## config.mk

```make
export PLATFORM = sky130hd
export DESIGN_NAME = pu_read_buffer
export DESIGN_NICKNAME = d
export VERILOG_FILES = /design/src/rtl/pu_read_buffer.sv
export SDC_FILE = /design/constraint.sdc
export NUM_CORES = 2
export LEC_CHECK = 0
export CAP_MARGIN = 5
export CORE_MARGIN = 1
export CORE_UTILIZATION = 55
export DETAILED_ROUTE_END_ITERATION = 8
export MAX_ROUTING_LAYER = met4
export PLACE_DENSITY = 0.74
export SYNTH_ARGS = -nofsm -noshare
export SYNTH_HDL_FRONTEND = slang
export SYNTH_SLANG_ARGS = --single-unit
```

## constraint.sdc

```tcl
create_clock -name clk -period 4.9 [get_ports clk]
set_input_delay 0.98 -clock clk [delete_from_list [all_inputs] [get_ports clk]]
set_output_delay 0.98 -clock clk [all_outputs]
set_load 0.01 [all_outputs]
```

## src/rtl/pu_read_buffer.sv

```systemverilog
// PU buffer-read responder: packs 16-bit operands into wide words, queues them in a FIFO, serves pop requests.
// Optional sticky underflow flag output rd_underflow when PU_BUF_UNDERFLOW_EN is defined.
module pu_read_buffer #(
  parameter int OP_WIDTH   = 16,
  parameter int NUM_OPS    = 4,
  parameter int DATA_WIDTH = OP_WIDTH * NUM_OPS,
  parameter int ADDR_WIDTH = 5
) (
  input  logic                  clk,
  input  logic                  reset,
  input  logic                  flush,
  input  logic                  wr_valid,
  input  logic [OP_WIDTH-1:0]   wr_data,
  input  logic                  wr_last,
  output logic                  wr_ready,
  input  logic                  buffer_read_req,
  output logic                  buffer_read_data_valid,
  output logic [DATA_WIDTH-1:0] buffer_read_data_out,
  output logic                  buffer_read_empty,
  output logic                  buffer_read_last,
  output logic [ADDR_WIDTH:0]   buffer_count
`ifdef PU_BUF_UNDERFLOW_EN
  ,
  output logic                  rd_underflow
`endif
);

  localparam int DEPTH = 2 ** ADDR_WIDTH;
  localparam int CNT_W = (NUM_OPS > 1) ? $clog2(NUM_OPS) : 1;
  localparam logic [CNT_W-1:0]    LAST_LANE  = CNT_W'(NUM_OPS - 1);
  localparam logic [ADDR_WIDTH:0] FULL_COUNT = (ADDR_WIDTH + 1)'(DEPTH);

  typedef enum logic {
    PACK_IDLE,
    PACKING
  } pack_state_t;

  pack_state_t           r_pack_state;
  pack_state_t           w_pack_state_next;
  logic [CNT_W-1:0]      r_pack_cnt;
  logic [CNT_W-1:0]      w_pack_cnt_next;
  logic [DATA_WIDTH-1:0] r_partial;
  logic [DATA_WIDTH-1:0] w_partial_next;
  logic [DATA_WIDTH-1:0] w_push_word;

  logic w_accept;
  logic w_push;
  logic w_pop;

  logic [DATA_WIDTH:0]   r_mem [DEPTH];
  logic [ADDR_WIDTH-1:0] r_wr_ptr;
  logic [ADDR_WIDTH-1:0] r_rd_ptr;
  logic [ADDR_WIDTH:0]   r_count;

  logic                  r_valid;
  logic                  r_last;
  logic [DATA_WIDTH-1:0] r_data_out;

  // Flow control looks only at the registered count; a same-cycle pop earns no credit.
  assign wr_ready          = (r_count != FULL_COUNT);
  assign buffer_read_empty = (r_count == '0);
  assign w_accept          = wr_valid & wr_ready & ~flush;
  assign w_push            = w_accept & ((r_pack_cnt == LAST_LANE) | wr_last);
  assign w_pop             = buffer_read_req & ~buffer_read_empty & ~flush;

  assign buffer_read_data_valid = r_valid;
  assign buffer_read_data_out   = r_data_out;
  assign buffer_read_last       = r_last;
  assign buffer_count           = r_count;

  // The partial word is kept zero above the fill point, so unfilled lanes of a pushed word are already zero.
  always_comb begin
    w_push_word = r_partial;
    for (int i = 0; i < NUM_OPS; i++) begin
      if (r_pack_cnt == CNT_W'(i)) begin
        w_push_word[i*OP_WIDTH +: OP_WIDTH] = wr_data;
      end
    end
  end

  always_comb begin
    w_pack_state_next = r_pack_state;
    w_pack_cnt_next   = r_pack_cnt;
    w_partial_next    = r_partial;
    if (flush || w_push) begin
      w_pack_state_next = PACK_IDLE;
      w_pack_cnt_next   = '0;
      w_partial_next    = '0;
    end else if (w_accept) begin
      w_pack_state_next = PACKING;
      w_partial_next    = w_push_word;
      w_pack_cnt_next   = (r_pack_state == PACK_IDLE) ? CNT_W'(1) : r_pack_cnt + CNT_W'(1);
    end
  end

  always_ff @(posedge clk or posedge reset) begin
    if (reset) begin
      r_pack_state <= PACK_IDLE;
      r_pack_cnt   <= '0;
      r_partial    <= '0;
    end else begin
      r_pack_state <= w_pack_state_next;
      r_pack_cnt   <= w_pack_cnt_next;
      r_partial    <= w_partial_next;
    end
  end

  // Storage carries no reset; only pointers and count define which entries are live.
  always_ff @(posedge clk) begin
    if (w_push) begin
      r_mem[r_wr_ptr] <= {wr_last, w_push_word};
    end
  end

  always_ff @(posedge clk or posedge reset) begin
    if (reset) begin
      r_wr_ptr <= '0;
      r_rd_ptr <= '0;
      r_count  <= '0;
    end else if (flush) begin
      r_wr_ptr <= '0;
      r_rd_ptr <= '0;
      r_count  <= '0;
    end else begin
      if (w_push) begin
        r_wr_ptr <= r_wr_ptr + ADDR_WIDTH'(1);
      end
      if (w_pop) begin
        r_rd_ptr <= r_rd_ptr + ADDR_WIDTH'(1);
      end
      case ({w_push, w_pop})
        2'b10:   r_count <= r_count + (ADDR_WIDTH + 1)'(1);
        2'b01:   r_count <= r_count - (ADDR_WIDTH + 1)'(1);
        default: r_count <= r_count;
      endcase
    end
  end

  // Data and last hold their values between pops, including across a flush.
  always_ff @(posedge clk or posedge reset) begin
    if (reset) begin
      r_valid    <= 1'b0;
      r_last     <= 1'b0;
      r_data_out <= '0;
    end else begin
      r_valid <= w_pop;
      if (w_pop) begin
        {r_last, r_data_out} <= r_mem[r_rd_ptr];
      end
    end
  end

`ifdef PU_BUF_UNDERFLOW_EN
  logic r_underflow;

  always_ff @(posedge clk or posedge reset) begin
    if (reset) begin
      r_underflow <= 1'b0;
    end else if (flush) begin
      r_underflow <= 1'b0;
    end else if (buffer_read_req && buffer_read_empty) begin
      r_underflow <= 1'b1;
    end
  end

  assign rd_underflow = r_underflow;
`else
  // Requests against an empty buffer are silently ignored.
`endif

endmodule
```

== Word level (Yosys, flattened, before mapping) ==
Memory sizes are Yosys's and may differ from the RTL's. A register that Yosys moved wholly into a read port is not among the register bits.
Cells that the tools add are included.

* RAM bits: 2080
* Memories: 1
* Output and inout bits: 74
* Flip-flop bits (word level): 84
* Input bits: 22
* Word-level logic and storage cells: 53

{| class="wikitable"
|+ Memories
! name !! depth !! bits a word !! read ports !! clocked after memory_dff !! wr ports !! line !! RTL
|-
| r_mem || 32 || 65 || 1 || 1 || 1 || 50 || <nowiki>logic [DATA_WIDTH:0] r_mem [DEPTH];</nowiki>
|}

* Bitwise logic cells: 8
* Equal/unequal tests: 6
* Mux-type cells: 19
* Reductions and logical operators: 7
* $add $sub $neg: 5

{| class="wikitable"
|+ Operators by type and width
! kind !! count
|-
| $mux 64 || 2
|-
| $mux 16 || 4
|-
| $mux 5 || 4
|-
| $pmux 6 s2 || 1
|-
| $add 5x1->5 const B || 2
|-
| $add 6x1->6 const B || 1
|-
| $eq 2x2->1 const B || 3
|-
| $logic_not 6->1 || 1
|-
| $mux 2 || 3
|-
| $mux 6 || 1
|-
| $ne 6x6->1 const B || 1
|-
| $reduce_bool 2->1 || 3
|-
| $sub 6x1->6 const B || 1
|-
| $and 1x1->1 || 5
|-
| $eq 2x1->1 const B || 2
|-
| $mux 1 || 4
|-
| $reduce_bool 3->1 || 1
|-
| $add 2x1->2 const B || 1
|-
| $logic_not 2->1 || 1
|-
| $not 1->1 || 2
|-
| $logic_or 1x1->1 || 1
|-
| $or 1x1->1 || 1
|}

== Longest topological paths before layout ==
* Depth after elaboration: 7
* Mapped depth: 13
* Gate-level depth less buffers: 11

== Least setup slack after synthesis ==
OpenSTA, ideal clock, no wires.

* Path type: input-to-reg
* Start: input port wr_last
* End: memory r_mem[29][0] (netlist name), enable pin
* Arrival time: 4.702 ns
* Data required time: 4.411 ns
* Setup time: 0.489 ns
* Path buffers: 1
* Path slack: -0.291 ns
* Stages on the path: 6
* Path through: or2_2 -> clkbuf_1 -> nand2_1 -> nor2_1 -> nand2_1 -> nor2_1

* Longest elaborated chain between the ends: 4

{| class="wikitable"
|+ Ends and longest elaborated chain
! item !! line !! RTL
|-
| from (decl) || 14 || <nowiki>input logic wr_last,</nowiki>
|-
| $or 1x1->1 || 63 || <nowiki>assign w_push = w_accept & ((r_pack_cnt == LAST_LANE) | wr_last);</nowiki>
|-
| $and 1x1->1 || 63 ||
|-
| $mux 1 || 110 || <nowiki>if (w_push) begin</nowiki>
|-
| $mux 1 (not written as such) || 111 || <nowiki>r_mem[r_wr_ptr] <= {wr_last, w_push_word};</nowiki>
|-
| to (decl) || 50 ||
|}

Every way passes these cells.

== Worst setup path in the final report ==
* Start: register r_count[1] (netlist: buffer_count[1])
* End: output port wr_ready

* Longest elaborated chain between the ends: 1

{| class="wikitable"
|+ Ends and longest elaborated chain
! item !! line !! RTL
|-
| from (decl) || 53 || <nowiki>logic [ADDR_WIDTH:0] r_count;</nowiki>
|-
| from (signal assigned) || 132 || <nowiki>2'b10: r_count <= r_count + (ADDR_WIDTH + 1)'(1);</nowiki>
|-
| from (signal assigned) || 133 || <nowiki>2'b01: r_count <= r_count - (ADDR_WIDTH + 1)'(1);</nowiki>
|-
| from (signal assigned) || 134 || <nowiki>default: r_count <= r_count;</nowiki>
|-
| $ne 6x6->1 || 60 || <nowiki>assign wr_ready = (r_count != FULL_COUNT);</nowiki>
|-
| to (decl) || 15 || <nowiki>output logic wr_ready,</nowiki>
|}

Every way passes these cells.

==> flow_summary.ini <==
[placed_design]
portBuffers = 95
place.gp.congestion = 0.824
post-dp-hpwl_mm = 114

[pwr]
p_leak_nw = 29.6
power_mw = 43.5
ir_drop_mv = 0.405
p_per_area_nw_per_um2 = 449

[synth]
synth_top_area_share_pct = 72.8
ys_seq_area_share_pct = 77.2
yosys.cell_count.top_type = edfxtp_1
yosys_most_used_dff = edfxtp_1
ys_ff_latch = 2229
synth.avg_cell_area_um2 = 21.0
synthTopCellsByArea = edfxtp_1 73%, mux4_2 10%, dfrtp_1 4.3%
yosysUniqueCellTypes = 59
synth_top_cells_by_count = 2080 x edfxtp_1, 395 x mux4_2, 317 x mux2i_1, 149 x dfrtp_1, 135 x o21ai_0
synth-warning-count = 0
syn-num-nets = 4114
synthCells = 4078
synth_edf_count = 2080
synth_top_cell_by_area = edfxtp_1
netlist_area_um2 = 85800
synthArstFlopShare_pct = 6.68

[clock_network]
cts_root_buf = clkbuf_16
postCtsSetupBuffers = 0
clkSlewWorstSetupHoldPaths_ns = 0.06
cts_made_buffers = 208
cts.sinks = 2229
ctsResizeCount = 0
cts_tree = yes
clock_path_buffers = 3
cts.hold.buffers_added = 0
cts_max_level = 4
clkLatencyLatePin_ns = 0.84

[sta]
fin_crit_sh_pct = 78.5
finalSetupViolations = 0
maxSlewViolCount = 0
fmax_mhz = 260
worst_pin_slew_ns = 1.26
skew_ns = 0.0305
finalCriticalPeriod_ns = 3.85
worst_hold_slack_ns = 0.485
finalHoldViolations = 0
rsz0062_at_grt = false
setup_tns_ns = 0
slew_headroom_pct = 16.1

[critical_path]
critPathArrivalTime_ns = 2.87
r2r-start = r_pack_cnt[0]
path_class = reg -> out
ff2ff_setup_slack_ns = 1.17
crit_chain = or4_1, or3_1, clkdlybuf4s50_1
path_max_fanout = 8
r2r-end = r_mem[21][17]
required_ns = 3.92
endpoint_kind = primary output
cp-start-kind = flip-flop
r2r_cells = 8
slowest_delay_ns = 0.74
critical_path.slowest_cell = or4_1
timing.critical_path.from = buffer_count[1]

[routing]
routed_wirelength_mm = 211
drtIter0Drc = 5179
routed-via-count = 43600
final_antenna_net_count = 0
drc_errors = 18
drt-pass1-iter-count = 9
wire_per_inst_um = 32.6
viasPerCell = 6.71

[hold_path]
hold_depth = 1
hp-class = reg -> reg
hold_path_end = r_partial[52]
hp-start = r_partial[52]

[job]
maxCapViolCount = 0

[layout]
postLayoutCoreUtil_pct = 62.8
drive_gt1_share_pct = 21.6
syn2layout_area_growth_pct = 13.0
fin_nets = 4301

[die]
rows = 144
start_util_pct = 55.6
die_w_um = 397
core_area_um2 = 154000
top_level_ports = 96
die_h_um = 397
dieArea_um2 = 158000

[run_status]
violations = design-rule violations
status = complete, but fails checks

[global_routing]
grt_max_degree = 114
overflow = 0
grt_pass1_wl_mm = 308
grt_pass1_vias = 44200
antenna_found_initial = 4
grt_usage_pct = 28.0
## per-layer routing
metal  up-vias  track usage [%]  routed length (um)
li1      17600                -                   -
met1     23100             37.5               80900
met2      2444             43.6              104000
met3       451             5.15               19100
met4         0             9.69                7600
met5         -                -                   0
## logic make-up after synthesis
family / after synthesis / share of synthesized area (%)
flops: 2229 / 77.2
mux: 778 / 14.9
compound gates: 674 / 5.64
buf+inv: 271 / 1.41
simple gates: 100 / 0.529
fa+ha+maj: 14 / 0.213
xor+xnor: 12 / 0.123
## worst max-delay path: cells and delay by family, from the launching register on
| family | cells | cell delay [ns] |
|---|---|---|
| and+or+nand+nor | 2 | 1.11 |
| DFF | 1 | 0.45 |
| buffers and inverters | 1 | 0.48 |
## registers in the layout, summed over array words and instances, names as in the netlist
signal / cells
r_pack_state: 1
buffer_read_last: 1
r_mem: 2080
buffer_count: 6
r_pack_cnt: 2
r_partial: 64
buffer_read_data_valid: 1
r_rd_ptr: 5
r_wr_ptr: 5
buffer_read_data_out: 64
## power by group
group	leakage (nW)	total (mW)	switching [mW]	internal, mW
Sequential	20.3	21.5	0.398	21.1
Clock	3.36	16.2	6.92	9.25
Combinational	6.03	5.83	3.04	2.79
Total	29.6	43.5	10.4	33.2
## how the worst max path moves through the flow
| stage | endpoint | slack [ns] |
|---|---|---|
| after detailed placement | r_mem[21][12] | 0.63 |
| after global routing | wr_ready | 0.92 |
| after global placement | r_mem[21][20] | 0.60 |
| after CTS | wr_ready | 1.0 |
| final | wr_ready | 1.05 |
| after floorplan | r_mem[29][0] | -0.29 |
## placed cells by master (no fill, tap or decap), drive strengths merged, types with 66 or more instances in the layout
| cell type | n |
|---|---|
| clkdlybuf4s50 | 95 |
| mux2i | 317 |
| a21o | 66 |
| mux2 | 66 |
| a22oi | 124 |
| dfrtp | 149 |
| o21ai | 195 |
| clkinv | 78 |
| edfxtp | 2080 |
| clkbuf | 278 |
| buf | 141 |
| mux4 | 395 |
## per-stage QoR
step	worst slack, ns	std cells	cell area (um2)
finish	1.05	6491	97000
global route	0.922	6489	96900
CTS	0.997	6489	96900
detailed placement	0.629	6099	90100
global placement	0.605	6099	90100
floorplan	-0.291	4078	85800
## final cells by class
class | instances | area, um2
clock inverter | 112 | 1100
multi-input combinational | 1578 | 18700
inverter | 12 | 57.6
timing repair buffer | 236 | 2600
clock buffer | 278 | 5750
fill | 10100 | 57500
antenna | 2 | 5.00
sequential | 2229 | 66200
tap | 2044 | 2560
Note: power is estimated with default switching activity, not from simulation.
